<file path="src/rtl/branch_resolver_pkg.sv">
// rtl/branch_resolver_pkg.sv - shared types for the branch resolver and condition evaluator
package branch_resolver_pkg;

    typedef enum logic [1:0] {
        BR_BCOND = 2'd0,
        BR_B     = 2'd1,
        BR_BL    = 2'd2,
        BR_RET   = 2'd3
    } br_kind_e;

    typedef enum logic [2:0] {
        ST_START      = 3'd0,
        ST_IDLE       = 3'd1,
        ST_WAIT_FLAGS = 3'd2,
        ST_FAR        = 3'd3,
        ST_SQUASH     = 3'd4
    } br_state_e;

    typedef enum logic [3:0] {
        COND_EQ = 4'h0, COND_NE = 4'h1, COND_CS = 4'h2, COND_CC = 4'h3,
        COND_MI = 4'h4, COND_PL = 4'h5, COND_VS = 4'h6, COND_VC = 4'h7,
        COND_HI = 4'h8, COND_LS = 4'h9, COND_GE = 4'hA, COND_LT = 4'hB,
        COND_GT = 4'hC, COND_LE = 4'hD, COND_AL = 4'hE, COND_NV = 4'hF
    } cond_e;

    typedef struct packed {
        logic [63:0] branch_target;
        logic [3:0]  condition;
        logic        predict_taken;
    } uop_branch;

endpackage

</file>
<file path="src/rtl/branch_resolver_cond_eval.sv">
// rtl/branch_resolver_cond_eval.sv - ARM condition code evaluation against NZCV
module cond_eval
    import branch_resolver_pkg::*;
(
    input  cond_e      cond_i,
    input  logic [3:0] nzcv_i,
    output logic       taken_o
);

    logic n, z, c, v;
    assign {n, z, c, v} = nzcv_i;

    always_comb begin
        taken_o = 1'b0;
        case (cond_i)
            COND_EQ: taken_o = z;
            COND_NE: taken_o = !z;
            COND_CS: taken_o = c;
            COND_CC: taken_o = !c;
            COND_MI: taken_o = n;
            COND_PL: taken_o = !n;
            COND_VS: taken_o = v;
            COND_VC: taken_o = !v;
            COND_HI: taken_o = c && !z;
            COND_LS: taken_o = !(c && !z);
            COND_GE: taken_o = (n == v);
            COND_LT: taken_o = (n != v);
            COND_GT: taken_o = !z && (n == v);
            COND_LE: taken_o = !(!z && (n == v));
            COND_AL: taken_o = 1'b1;
            COND_NV: taken_o = 1'b1;
        endcase
    end

endmodule

</file>
<file path="src/rtl/branch_resolver.sv">
// rtl/branch_resolver.sv - resolves predicted branches and issues start/redirect to the front end
module branch_resolver
    import branch_resolver_pkg::*;
#(
    parameter logic [63:0] START_PC      = 64'h0,
    parameter int          SQUASH_CYCLES = 4,
    parameter int          OFF_W         = 19
) (
    input  logic             clk_in,
    input  logic             rst_in,
    input  logic             br_valid_in,
    output logic             br_ready_out,
    input  logic [1:0]       br_kind_in,
    input  logic [63:0]      br_pc_in,
    input  uop_branch        br_data_in,
    input  logic [63:0]      br_reg_val_in,
    input  logic [3:0]       nzcv_in,
    input  logic             nzcv_valid_in,
    output logic             start_signal,
    output logic             x_bcond_resolved,
    output logic             x_taken,
    output logic             x_pc_incorrect,
    output logic [63:0]      x_pc,
    output logic [OFF_W-1:0] x_correction_offset
);

    if (SQUASH_CYCLES < 1 || SQUASH_CYCLES > 15) begin : g_bad_squash
        $error("SQUASH_CYCLES must be within 1..15");
    end

    localparam logic [3:0] SQUASH_INIT = 4'(SQUASH_CYCLES);

    br_state_e        state_q, state_d;
    logic [3:0]       squash_cnt_q, squash_cnt_d;
    logic [63:0]      pc_q, reg_q, fix_pc_q;
    br_kind_e         kind_q;
    uop_branch        data_q;

    logic             start_q, start_d, resolved_q, resolved_d;
    logic             taken_q, taken_d, incorrect_q, incorrect_d;
    logic [63:0]      xpc_q, xpc_d;
    logic [OFF_W-1:0] off_q, off_d;

    logic             in_idle, accept, resolve_go, cond_taken, act_taken, mispredict, fits;
    br_kind_e         cur_kind;
    uop_branch        cur_data;
    logic [63:0]      cur_pc, cur_reg, correct_pc, delta;
    logic [63:OFF_W-1] delta_hi;

    assign in_idle      = (state_q == ST_IDLE);
    assign br_ready_out = in_idle || (state_q == ST_SQUASH);
    assign accept       = br_valid_in && br_ready_out;

    // In IDLE the uop resolves straight off the ports; in WAIT_FLAGS from the latched copy.
    assign cur_kind = in_idle ? br_kind_e'(br_kind_in) : kind_q;
    assign cur_data = in_idle ? br_data_in : data_q;
    assign cur_pc   = in_idle ? br_pc_in : pc_q;
    assign cur_reg  = in_idle ? br_reg_val_in : reg_q;

    cond_eval u_cond_eval (
        .cond_i  (cond_e'(cur_data.condition)),
        .nzcv_i  (nzcv_in),
        .taken_o (cond_taken)
    );

    assign act_taken  = (cur_kind == BR_RET) || cond_taken;
    assign correct_pc = (cur_kind == BR_RET) ? cur_reg :
                        (act_taken ? cur_data.branch_target : cur_pc + 64'd4);
    assign mispredict = (cur_kind == BR_RET) ? (cur_reg != cur_data.branch_target) :
                        (act_taken != cur_data.predict_taken);
    assign delta      = correct_pc - cur_pc;
    assign delta_hi   = delta[63:OFF_W-1];
    assign fits       = (&delta_hi) || !(|delta_hi);

    always_comb begin
        resolve_go = 1'b0;
        if (in_idle) begin
            resolve_go = accept && (((cur_kind == BR_BCOND) && nzcv_valid_in) || (cur_kind == BR_RET));
        end else if (state_q == ST_WAIT_FLAGS) begin
            resolve_go = nzcv_valid_in;
        end
    end

    always_ff @(posedge clk_in or posedge rst_in) begin
        if (rst_in) begin
            state_q      <= ST_START;
            squash_cnt_q <= '0;
        end else begin
            state_q      <= state_d;
            squash_cnt_q <= squash_cnt_d;
        end
    end

    always_comb begin
        state_d      = state_q;
        squash_cnt_d = squash_cnt_q;
        case (state_q)
            ST_START: state_d = ST_IDLE;
            ST_IDLE, ST_WAIT_FLAGS: begin
                if (resolve_go) begin
                    if (!mispredict) begin
                        state_d = ST_IDLE;
                    end else if (fits) begin
                        state_d      = ST_SQUASH;
                        squash_cnt_d = SQUASH_INIT;
                    end else begin
                        state_d = ST_FAR;
                    end
                end else if (in_idle && accept && (cur_kind == BR_BCOND)) begin
                    state_d = ST_WAIT_FLAGS;
                end
            end
            ST_FAR: begin
                state_d      = ST_SQUASH;
                squash_cnt_d = SQUASH_INIT;
            end
            ST_SQUASH: begin
                squash_cnt_d = squash_cnt_q - 4'd1;
                if (squash_cnt_q == 4'd1) state_d = ST_IDLE;
            end
            default: state_d = ST_START;
        endcase
    end

    always_comb begin
        start_d     = 1'b0;
        resolved_d  = 1'b0;
        incorrect_d = 1'b0;
        taken_d     = taken_q;
        xpc_d       = xpc_q;
        off_d       = off_q;
        if (state_q == ST_START) begin
            start_d = 1'b1;
            xpc_d   = START_PC;
            off_d   = '0;
        end else if (state_q == ST_FAR) begin
            incorrect_d = 1'b1;
            xpc_d       = fix_pc_q;
            off_d       = '0;
        end else if (resolve_go) begin
            if (cur_kind == BR_BCOND) begin
                resolved_d = 1'b1;
                taken_d    = act_taken;
                xpc_d      = cur_pc;
            end
            if (mispredict) begin
                xpc_d = cur_pc;
                if (fits) begin
                    incorrect_d = 1'b1;
                    off_d       = delta[OFF_W-1:0];
                end
            end
        end
    end

    always_ff @(posedge clk_in or posedge rst_in) begin
        if (rst_in) begin
            pc_q     <= '0;
            reg_q    <= '0;
            kind_q   <= BR_BCOND;
            data_q   <= '0;
            fix_pc_q <= '0;
        end else begin
            if (in_idle && accept) begin
                pc_q   <= br_pc_in;
                reg_q  <= br_reg_val_in;
                kind_q <= br_kind_e'(br_kind_in);
                data_q <= br_data_in;
            end
            if (resolve_go) fix_pc_q <= correct_pc;
        end
    end

    always_ff @(posedge clk_in or posedge rst_in) begin
        if (rst_in) begin
            start_q     <= 1'b0;
            resolved_q  <= 1'b0;
            taken_q     <= 1'b0;
            incorrect_q <= 1'b0;
            xpc_q       <= '0;
            off_q       <= '0;
        end else begin
            start_q     <= start_d;
            resolved_q  <= resolved_d;
            taken_q     <= taken_d;
            incorrect_q <= incorrect_d;
            xpc_q       <= xpc_d;
            off_q       <= off_d;
        end
    end

    assign start_signal        = start_q;
    assign x_bcond_resolved    = resolved_q;
    assign x_taken             = taken_q;
    assign x_pc_incorrect      = incorrect_q;
    assign x_pc                = xpc_q;
    assign x_correction_offset = off_q;

endmodule
</file>
<file path="config.mk">
export PLATFORM = sky130hd
export DESIGN_NAME = branch_resolver
export DESIGN_NICKNAME = d
export VERILOG_FILES = /design/src/rtl/branch_resolver_pkg.sv /design/src/rtl/branch_resolver_cond_eval.sv /design/src/rtl/branch_resolver.sv
export SDC_FILE = /design/constraint.sdc
export NUM_CORES = 1
export LEC_CHECK = 0
export ABC_AREA = 1
export ABC_CLOCK_PERIOD_IN_PS = 9990
export CELL_PAD_IN_SITES_DETAIL_PLACEMENT = 1
export CELL_PAD_IN_SITES_GLOBAL_PLACEMENT = 2
export CORE_MARGIN = 2
export CORE_UTILIZATION = 28
export DETAILED_ROUTE_END_ITERATION = 10
export HOLD_SLACK_MARGIN = 0.02
export PLACE_DENSITY_LB_ADDON = 0.25
export SLEW_MARGIN = 10
export SYNTH_ARGS = -nofsm -noshare
export SYNTH_HDL_FRONTEND = slang
export SYNTH_SLANG_ARGS = --single-unit
export TNS_END_PERCENT = 50
</file>
<file path="constraint.sdc">
create_clock -name clk_in -period 9.99 [get_ports clk_in]
set_input_delay 0.999 -clock clk_in [delete_from_list [all_inputs] [get_ports clk_in]]
set_output_delay 0.999 -clock clk_in [all_outputs]
set_load 0.02 [all_outputs]
</file>
==> run metrics, run 1 <==
Hold WS=473.6 ps; flops & latches, synth=357; WL final=133.1 mm; Tcrit/Tclk final=0.8458; Resized cells post-CTS=0; average size of a mapped cell=around 6.2 um2; final hold vios=0; CP endpoint kind=register; worst-path maximum fanout=104; async set or reset register ratio after synthesis=1.000; remaining antenna violation count=0; kind of critical path=register to register; H-tree depth=2; Initial Utilization=0.2819; share of post-route cells with drive strength above 1=0.03846; Final #Nets=4793; Worst Hold Class=register to register; die width=313.0 um; postcts setup bufs=0; Via density=5.019; detailed router's first-iteration violation count=2112; grt total ovfl=0; Max Clock Freq=118.3 MHz; placed cells=5734; slowest stage delay, CP=710 ps; final max-slew violation count=0; largest net degree at the start of global routing=121; slew margin rel.=0.07692; Worst-Margin Slew=1370 ps; yosys warns=0; adder-cell share of the synthesized area=0.03163; die footprint=97990 um2; worst-path cell with the longest stage delay=nor3_1; Setup violations, final=0; startpoint types=register; combinational family with the most area after synthesis=simple AND/OR/NAND/NOR gates; DP HPWL=106.5 mm; first-pass GRT wire length=between 150 and 200 mm; synth unique cells=56; number of synthesized flops with an enable pin=0; top-area cell type share of the netlist area=0.3341; DR pass1 iterations=5; sequential fraction of the synthesis area=0.3341; RSZ-0062 raised after global routing=no; Syn Nets=4556; drc violations=0; final cell count without fillers=around 5800; drt wl/cell=about 23 um; Reg clk slew, reported paths=approximately 60 ps; Top FF cell, synth=dfrtp_1; Simple-Gate Fraction of Synth Area=0.3451; Hold Buf Count CTS=0; CP dominant cell by count=nand2_1; CTS Buf Count=48; clk_skew=approximately 31 ps; vias=between 20000 and 30000; number of clock sinks=357; synthesized area=26740 um2; Area Growth Syn to Fin=21.75%; IO Pins=approximately 300; WP data arrival=9010 ps; row count=113; initial antenna violation count=3; Area contributors post-synth=dfrtp_1, nand2_1, inv_1; Synth Area in Compound Gates=0.1416; CTS tree=yes; gpl congestion=0.9375; clk_lat worst skew=around 640 ps; clock root cell=clkbuf_16; Die H=313.0 um; All-Layer GR Usage=0.2678; largest area contributor in the netlist=dfrtp_1; CP required=10550 ps; PortBufs=294; Cells after Synth=~4300; number of max-cap violations=0; status=complete, no violations; Synth Area in XOR/XNOR=0.03079; minimum clock period=8450 ps; TNS Setup=0 ps; Core Region=94870 um2; number of global-route vias before repair=~29000; mux cell area share after synthesis=0; Clock Path Buffers=3
## through the flow
step | setup slack (ps) | cell area (um2) | utilization
finish | 1540 | 32560 | 0.3432
global placement | 1724 | 31020 | 0.3270
detailed placement | 1635 | 31020 | 0.3270
global route | 832.9 | 32550 | 0.3431
floorplan | 4207 | 26740 | -
CTS | 1593 | 32550 | 0.3431
## state kept, by name, summed over array words and instances, names as in the netlist
name                 cells
data_q                  69
fix_pc_q                64
kind_q                   2
pc_q                    64
reg_q                   64
squash_cnt_q             4
start_signal             1
state_q                  3
x_bcond_resolved         1
x_correction_offset     19
x_pc                    64
x_pc_incorrect           1
x_taken                  1
## cells in the mapped netlist, types with 4 or more instances
cell,count
nand2_1,1523
inv_1,622
o21ai_0,436
dfrtp_1,357
nor2_1,336
nand3_1,214
a21oi_1,144
clkbuf_1,114
nand4_1,87
ha_1,66
o21ai_1,55
xnor2_1,54
xor2_1,40
nor3_1,28
buf_2,24
or2_2,16
nor4_1,15
nand3b_1,13
a221oi_1,11
buf_6,11
o211ai_1,9
buf_4,8
o21a_1,8
a22o_1,7
o21bai_1,7
buf_1,6
a22oi_1,5
and2_1,5
inv_2,5
o221ai_1,5
o22ai_1,5
a31oi_1,4
clkinv_1,4
## worst paths after layout
check / start / to / slack [ps] / cells past startpoint
worst max-delay path: state_q[2] / x_correction_offset[5] / 1540 / 30
max in group asynchronous: rst_in / reg_q[33] / 7440 / 4
worst min register to register: x_pc[29] / x_pc[29] / 470 / 2
min in group asynchronous: rst_in / x_pc[7] / 690 / 2
worst max register to register: state_q[2] / x_correction_offset[5] / 1540 / 30
worst min-delay path: x_pc[29] / x_pc[29] / 470 / 2
## layout by cell type, fill, tap and decap left out, drive strengths merged, types with 2 or more instances in the layout
cell / instances
clkdlybuf4s50: 294
a221oi: 11
a21oi: 144
a211oi: 2
o2111ai: 3
dfrtp: 357
nand2: 1527
nand4: 87
a21boi: 4
nor2: 341
nand3: 215
buf: 56
inv: 629
a22o: 7
and3: 3
a22oi: 5
nand3b: 13
and2: 6
or2: 18
o211ai: 9
nor3b: 2
xnor2: 54
o21ai: 493
o22ai: 5
clkinv: 10
nor3: 28
a31oi: 4
clkinvlp: 2
clkbuf: 71
o21a: 8
nor4: 15
o221ai: 5
ha: 66
o21bai: 7
xor2: 40
## cell type report
| cell class | count | area (um2) |
|---|---|---|
| clock inverter | 10 | 75.07 |
| fill | 12110 | 62310 |
| sequential | 357 | 8934 |
| inverter | 631 | 2381 |
| clock buffer | 71 | 1459 |
| multi-input combinational | 3131 | 14730 |
| tap | 1265 | 1583 |
| antenna | 1 | 2.502 |
| timing repair buffer | 350 | 3388 |
## logic make-up (layout without fill, tap and decap cells)
logic type	after synthesis	count (layout)
flops	357	357
simple gates	2258	2258
xor+xnor	94	94
buf+inv	794	1062
other cells	0	1
compound gates	712	712
fa+ha+maj	67	67
## critical path, delay by kind of cell, from the launching register on
| kind | cells | cell delay, ps |
|---|---|---|
| AND/OR/NAND/NOR | 24 | 5640 |
| AO/OA/AOI/OAI | 2 | 1220 |
| flip-flops | 1 | 460 |
| adder cells (fa/ha/maj) | 1 | 450 |
| buffers and inverters | 2 | 340 |
| XOR/XNOR | 1 | 210 |
## routing by layer
layer  global-route usage  up-vias  routed length [um]
met3              0.03527      165                6303
met2               0.4396      740               61120
met5                    0        -                   0
met4              0.08678        0                4653
met1               0.3636    14320               61000
li1                     -    13970                   -
Power of run 1 is left out: the tool's default activity adds up to more than one toggle a clock period on the data nets, which glitch-free logic cannot reach.
==> run 2, diff against run 1 <==
Settings changed: ABC_CLOCK_PERIOD_IN_PS 9990 to 7200.
Clock period 9.99 ns to 7.2 ns, I/O delays scaled along.
==> run 2 against run 1 <==
  * Clock-buffer cell count fell by 12
  * Wire length fell by 0.40%
  * Die area did not move
  * Final area rose by 3.7%
  * Critical path type unchanged
  * Setup slack got worse by 1200 ps
  * First-iteration DRC count fell by 5.4%
  * Non-clock buffer count rose by 115
  * Global-route usage fell by 0.098 points
  * Critical endpoint is now x_correction_offset[17]
==> run metrics, run 2 (synthesis gave the netlist of run 1 again) <==
Final #Nets=4909 (was 4793); commonest non-fill, non-tap cell in the layout=nand2_1 (unchanged); Hold Buf Count CTS=0 (unchanged); Max Clock Freq=146.1 MHz (was 118.3 MHz); worst-path cell with the longest stage delay=dfrtp_1 (was nor3_1); number of clock sinks=357 (unchanged); Core Region=94870 um2 (unchanged); startpoint types=register (unchanged); clk_lat worst skew=620 ps (was 640 ps); worst-path maximum fanout=22 (was 104); Clock Path Buffers=3 (unchanged); vias=28990 (was 29190); most frequent cells in the layout=nand2_1, inv_1, o21ai_0 (unchanged); DP HPWL=107.3 mm (was 106.5 mm); placed cell areas=31920 um2 (was 31020 um2); register bank with the most flops=data_q (unchanged); WP data arrival=7360 ps (was 9010 ps); die footprint=97990 um2 (unchanged); Worst-Margin Slew=1230 ps (was 1370 ps); remaining antenna violation count=0 (unchanged); Worst Setup EP=x_correction_offset[17] (was x_correction_offset[5]); detailed router's first-iteration violation count=1997 (was 2112); Hold WS=472.6 ps (was 473.6 ps); WL final=132.5 mm (was 133.1 mm); slowest stage delay, CP=480 ps (was 710 ps); Via density=4.882 (was 5.019); All-Layer GR Usage=0.2668 (was 0.2678); Area Growth Syn to Fin=26.26% (was 21.75%); DR pass1 iterations=5 (unchanged); first-pass GRT wire length=194.5 mm (was 194.7 mm); minimum clock period=6845 ps (was 8450 ps); final hold vios=0 (unchanged); clock root cell=clkbuf_16 (unchanged); H-tree depth=2 (unchanged); drc violations=0 (unchanged); fin area=33760 um2 (was 32560 um2); grt total ovfl=0 (unchanged); Initial Utilization=0.2819 (unchanged); CTS tree=yes (unchanged); Setup violations, final=0 (unchanged); gpl congestion=0.9491 (was 0.9375); Reg2Reg Setup Slack=350 ps (was 1540 ps); final max-slew violation count=0 (unchanged); CP dominant cell by count=nand2_1 (unchanged); FF-to-FF End=x_correction_offset[17] (was x_correction_offset[5]); CP required=7710 ps (was 10550 ps); drt wl/cell=22.32 um (was 22.88 um); clk_skew=23.69 ps (was 31.14 ps); max reg flops=69 (unchanged); row count=113 (unchanged); PortBufs=294 (unchanged); share of post-route cells with drive strength above 1=0.06956 (was 0.03846); kind of critical path=register to register (unchanged); Tcrit/Tclk final=0.9507 (was 0.8458); Reg clk slew, reported paths=60 ps (about the same); CTS Buf Count=47 (was 48); TNS Setup=0 ps (unchanged); die width=313.0 um (unchanged); status=complete, no violations (unchanged); CP endpoint kind=register (unchanged); IO Pins=295 (unchanged); number of max-cap violations=0 (unchanged); RR Startpoint=state_q[2] (unchanged); Fill cells=12190 (was 12110); R2R cell count=37 (was 30); slew margin rel.=0.1715 (was 0.07692); Die H=313.0 um (unchanged); Worst Setup SP=state_q[2] (unchanged); initial antenna violation count=4 (was 3); number of global-route vias before repair=29530 (was 29270); largest net degree at the start of global routing=201 (was 121); Worst Hold Class=register to register (unchanged)
[run 2: cell types whose count changed in the layout (fill, tap and decap cells not counted), sizes merged]
cell | previous run | this run
buf | 56 | 171
clkbuf | 71 | 59
clkinv | 10 | 18
bufinv | 0 | 7
clkinvlp | 2 | 5
nand2 | 1527 | 1529
inv | 629 | 628
[run 2: worst min path at each step]
stage	from	to	slack [ps]	depth (start not counted)
2_1_floorplan	data_q[13]	data_q[13]	450	2
3_3_place_gp	reg_q[16]	reg_q[16]	460	2
3_5_place_dp	pc_q[7]	pc_q[7]	470	2
4_1_cts	x_pc[31]	x_pc[31]	480	2
5_1_grt	fix_pc_q[47]	fix_pc_q[47]	500	2
6_report	x_pc[31]	x_pc[31]	470	2
[run 2: what timing repair did]
| item | in CTS | in global routing |
|---|---|---|
| gates cloned | 0 | 2 |
| hold endpoints to repair | 0 | 0 |
| resized for setup | 1 | 32 |
| pin swaps | 0 | 6 |
| endpoints found under the setup margin | 16 | 27 |
| setup buffers | 0 | 2 |
[run 2: area by class of cell]
cell class,count,area (um2),area share
repair buffers,465,4313,0.1277
multi-input cells,3133,14860,0.4402
diodes,1,2.502,0.00007412
inverters,631,2384,0.07060
clock inverters,27,372.9,0.01104
clock buffers,59,1313,0.03887
flip-flops and latches,357,8934,0.2646
well taps,1265,1583,0.04688
[run 2: layer usage]
metal,routed length [um],track usage,up-vias
li1,-,-,14220
met1,62450,0.3697,13920
met2,60030,0.4324,689
met3,5328,0.03010,159
met4,4724,0.08732,2
met5,9,0,-
[run 2: worst max-delay path, delay by kind of cell (launching register included)]
family | cells | cell delay (ps)
adders and majority gates | 1 | 410
buffers and inverters | 6 | 1230
and+or+nand+nor | 27 | 3660
DFF | 1 | 480
AOI/OAI and AO/OA | 3 | 930
[run 2: metrics by stage]
step                      cells  setup WS, ps    util
final                      5938         354.7  0.3559
after global routing       5937        -6.213  0.3559
after CTS                  5933         72.42  0.3543
after detailed placement   5847        -109.6  0.3364
after global placement     5847        -23.81  0.3364
after floorplan            4282          1696       -
Power of run 2 is left out for the same reason.
==> run 3, diff against run 2 <==
Settings changed: GPL_ROUTABILITY_DRIVEN from default to 0, SKIP_CTS_REPAIR_TIMING from default to 1.
==> run 3 against run 2 <==
  * Sequential share of layout area grew 0.27 points
  * Register-to-register slack gained 70 ps
  * Cell count shrank 0.39%
  * Via count grew 0.67%
==> run metrics, run 3 (synthesis gave the netlist of run 1 again) <==
status=complete, no violations (unchanged); number of global-route vias before repair=29790 (was 29530); H-tree depth=2 (unchanged); CP delay by family, top=simple AND/OR/NAND/NOR gates (unchanged); largest net degree at the start of global routing=162 (was 201); DR pass1 iterations=5 (unchanged); kind of critical path=register to register (unchanged); most frequent cells in the layout=nand2_1, inv_1, o21ai_0 (unchanged); die footprint=97990 um2 (unchanged); Area Growth Syn to Fin=25.00% (was 26.26%); initial antenna violation count=1 (was 4); register bank with the most flops=data_q (unchanged); Tcrit/Tclk final=0.9408 (was 0.9507); minimum clock period=6774 ps (was 6845 ps); row count=113 (unchanged); first-pass GRT wire length=193.0 mm (was 194.5 mm); final hold vios=0 (unchanged); WP data arrival=7280 ps (was 7360 ps); clk_skew=22.11 ps (was 23.69 ps); Reg clk slew, reported paths=60 ps (about the same); drc violations=0 (unchanged); drt wl/cell=22.21 um (was 22.32 um); Final #Nets=4889 (was 4909); Multi-input gate area=14820 um2 (was 14860 um2); Reg area=8934 um2 (unchanged); WL final=131.4 mm (was 132.5 mm); PortBufs=294 (unchanged); DP HPWL=105.8 mm (was 107.3 mm); Core Region=94870 um2 (unchanged); clock root cell=clkbuf_16 (unchanged); worst-path maximum fanout=20 (was 22); number of clock sinks=357 (unchanged); CP endpoint kind=register (unchanged); commonest non-fill, non-tap cell in the layout=nand2_1 (unchanged); die width=313.0 um (unchanged); detailed router's first-iteration violation count=2057 (was 1997); clk_lat worst skew=630 ps (was 620 ps); worst-path cell with the longest stage delay=dfrtp_1 (unchanged); final max-slew violation count=0 (unchanged); remaining antenna violation count=0 (unchanged); vias=29180 (was 28990); IO Pins=295 (unchanged); Setup violations, final=0 (unchanged); Max Clock Freq=147.6 MHz (was 146.1 MHz); startpoint types=register (unchanged); Die H=313.0 um (unchanged); All-Layer GR Usage=0.2639 (was 0.2668); CTS Buf Count=47 (unchanged); grt total ovfl=0 (unchanged); setup ws final=426.0 ps (was 354.7 ps); Fill cells=12160 (was 12190); CP required=7710 ps (about the same); dpl ws=-82.21 ps (was -109.6 ps); Worst Hold Class=register to register (unchanged); Initial Utilization=0.2819 (unchanged); CP dominant cell by count=nand2_1 (unchanged); Worst-Margin Slew=1230 ps (about the same); Buf/Inv on CP=3 (was 6); max reg flops=69 (unchanged); slowest stage delay, CP=590 ps (was 480 ps); number of max-cap violations=0 (unchanged); CTS tree=yes (unchanged); Via density=4.934 (was 4.882); slew margin rel.=0.1715 (about the same); Clock Path Buffers=3 (unchanged); share of post-route cells with drive strength above 1=0.06024 (was 0.06956)
==> run 3: metrics by stage <==
step                cells  cell area [um2]  hold WS, ps  setup TNS (ps)  utilization
global route         5913            33420        507.5          -63.29       0.3523
global placement     5826            31750        463.1               0       0.3346
detailed placement   5826            31750        465.3           -1058       0.3346
CTS                  5908            33310        481.4               0       0.3511
floorplan            4282            26740        449.2               0            -
finish               5915            33430        475.4               0       0.3523
==> run 3: tightest hold or removal path: stages (launching register included) <==
cell and delay [ps]:
dfrtp_1 340, nand2_1 50, nand2_1 50
==> run 3: routing by layer <==
layer,wire length [um],share of wire,up-vias,global-route usage
met5,0,0,-,0
li1,-,-,14160,-
met1,61310,0.47,14080,0.3626
met3,6040,0.046,205,0.03751
met2,58170,0.44,736,0.4162
met4,5836,0.044,0,0.1065
==> run 3: cell type report <==
| type | count | share of cell area |
|---|---|---|
| antenna | 2 | 0.0001497 |
| clock buffer | 69 | 0.04129 |
| clock inverter | 13 | 0.005577 |
| inverter | 631 | 0.07119 |
| multi-input combinational | 3133 | 0.4433 |
| sequential | 357 | 0.2673 |
| tap | 1265 | 0.04735 |
| timing repair buffer | 445 | 0.1239 |
==> run 3: worst paths after layout <==
| path | slack, ps | end | cells past startpoint | startpoint |
|---|---|---|---|---|
| worst max-delay path | 430 | x_correction_offset[17] | 35 | state_q[0] |
| worst min-delay path | 480 | x_pc[47] | 2 | x_pc[47] |
| worst max register to register | 430 | x_correction_offset[17] | 35 | state_q[0] |
| worst min register to register | 480 | x_pc[47] | 2 | x_pc[47] |
| max in group asynchronous | 5070 | data_q[52] | 4 | rst_in |
| min in group asynchronous | 650 | fix_pc_q[1] | 3 | rst_in |
Power of run 3 is left out for the same reason.
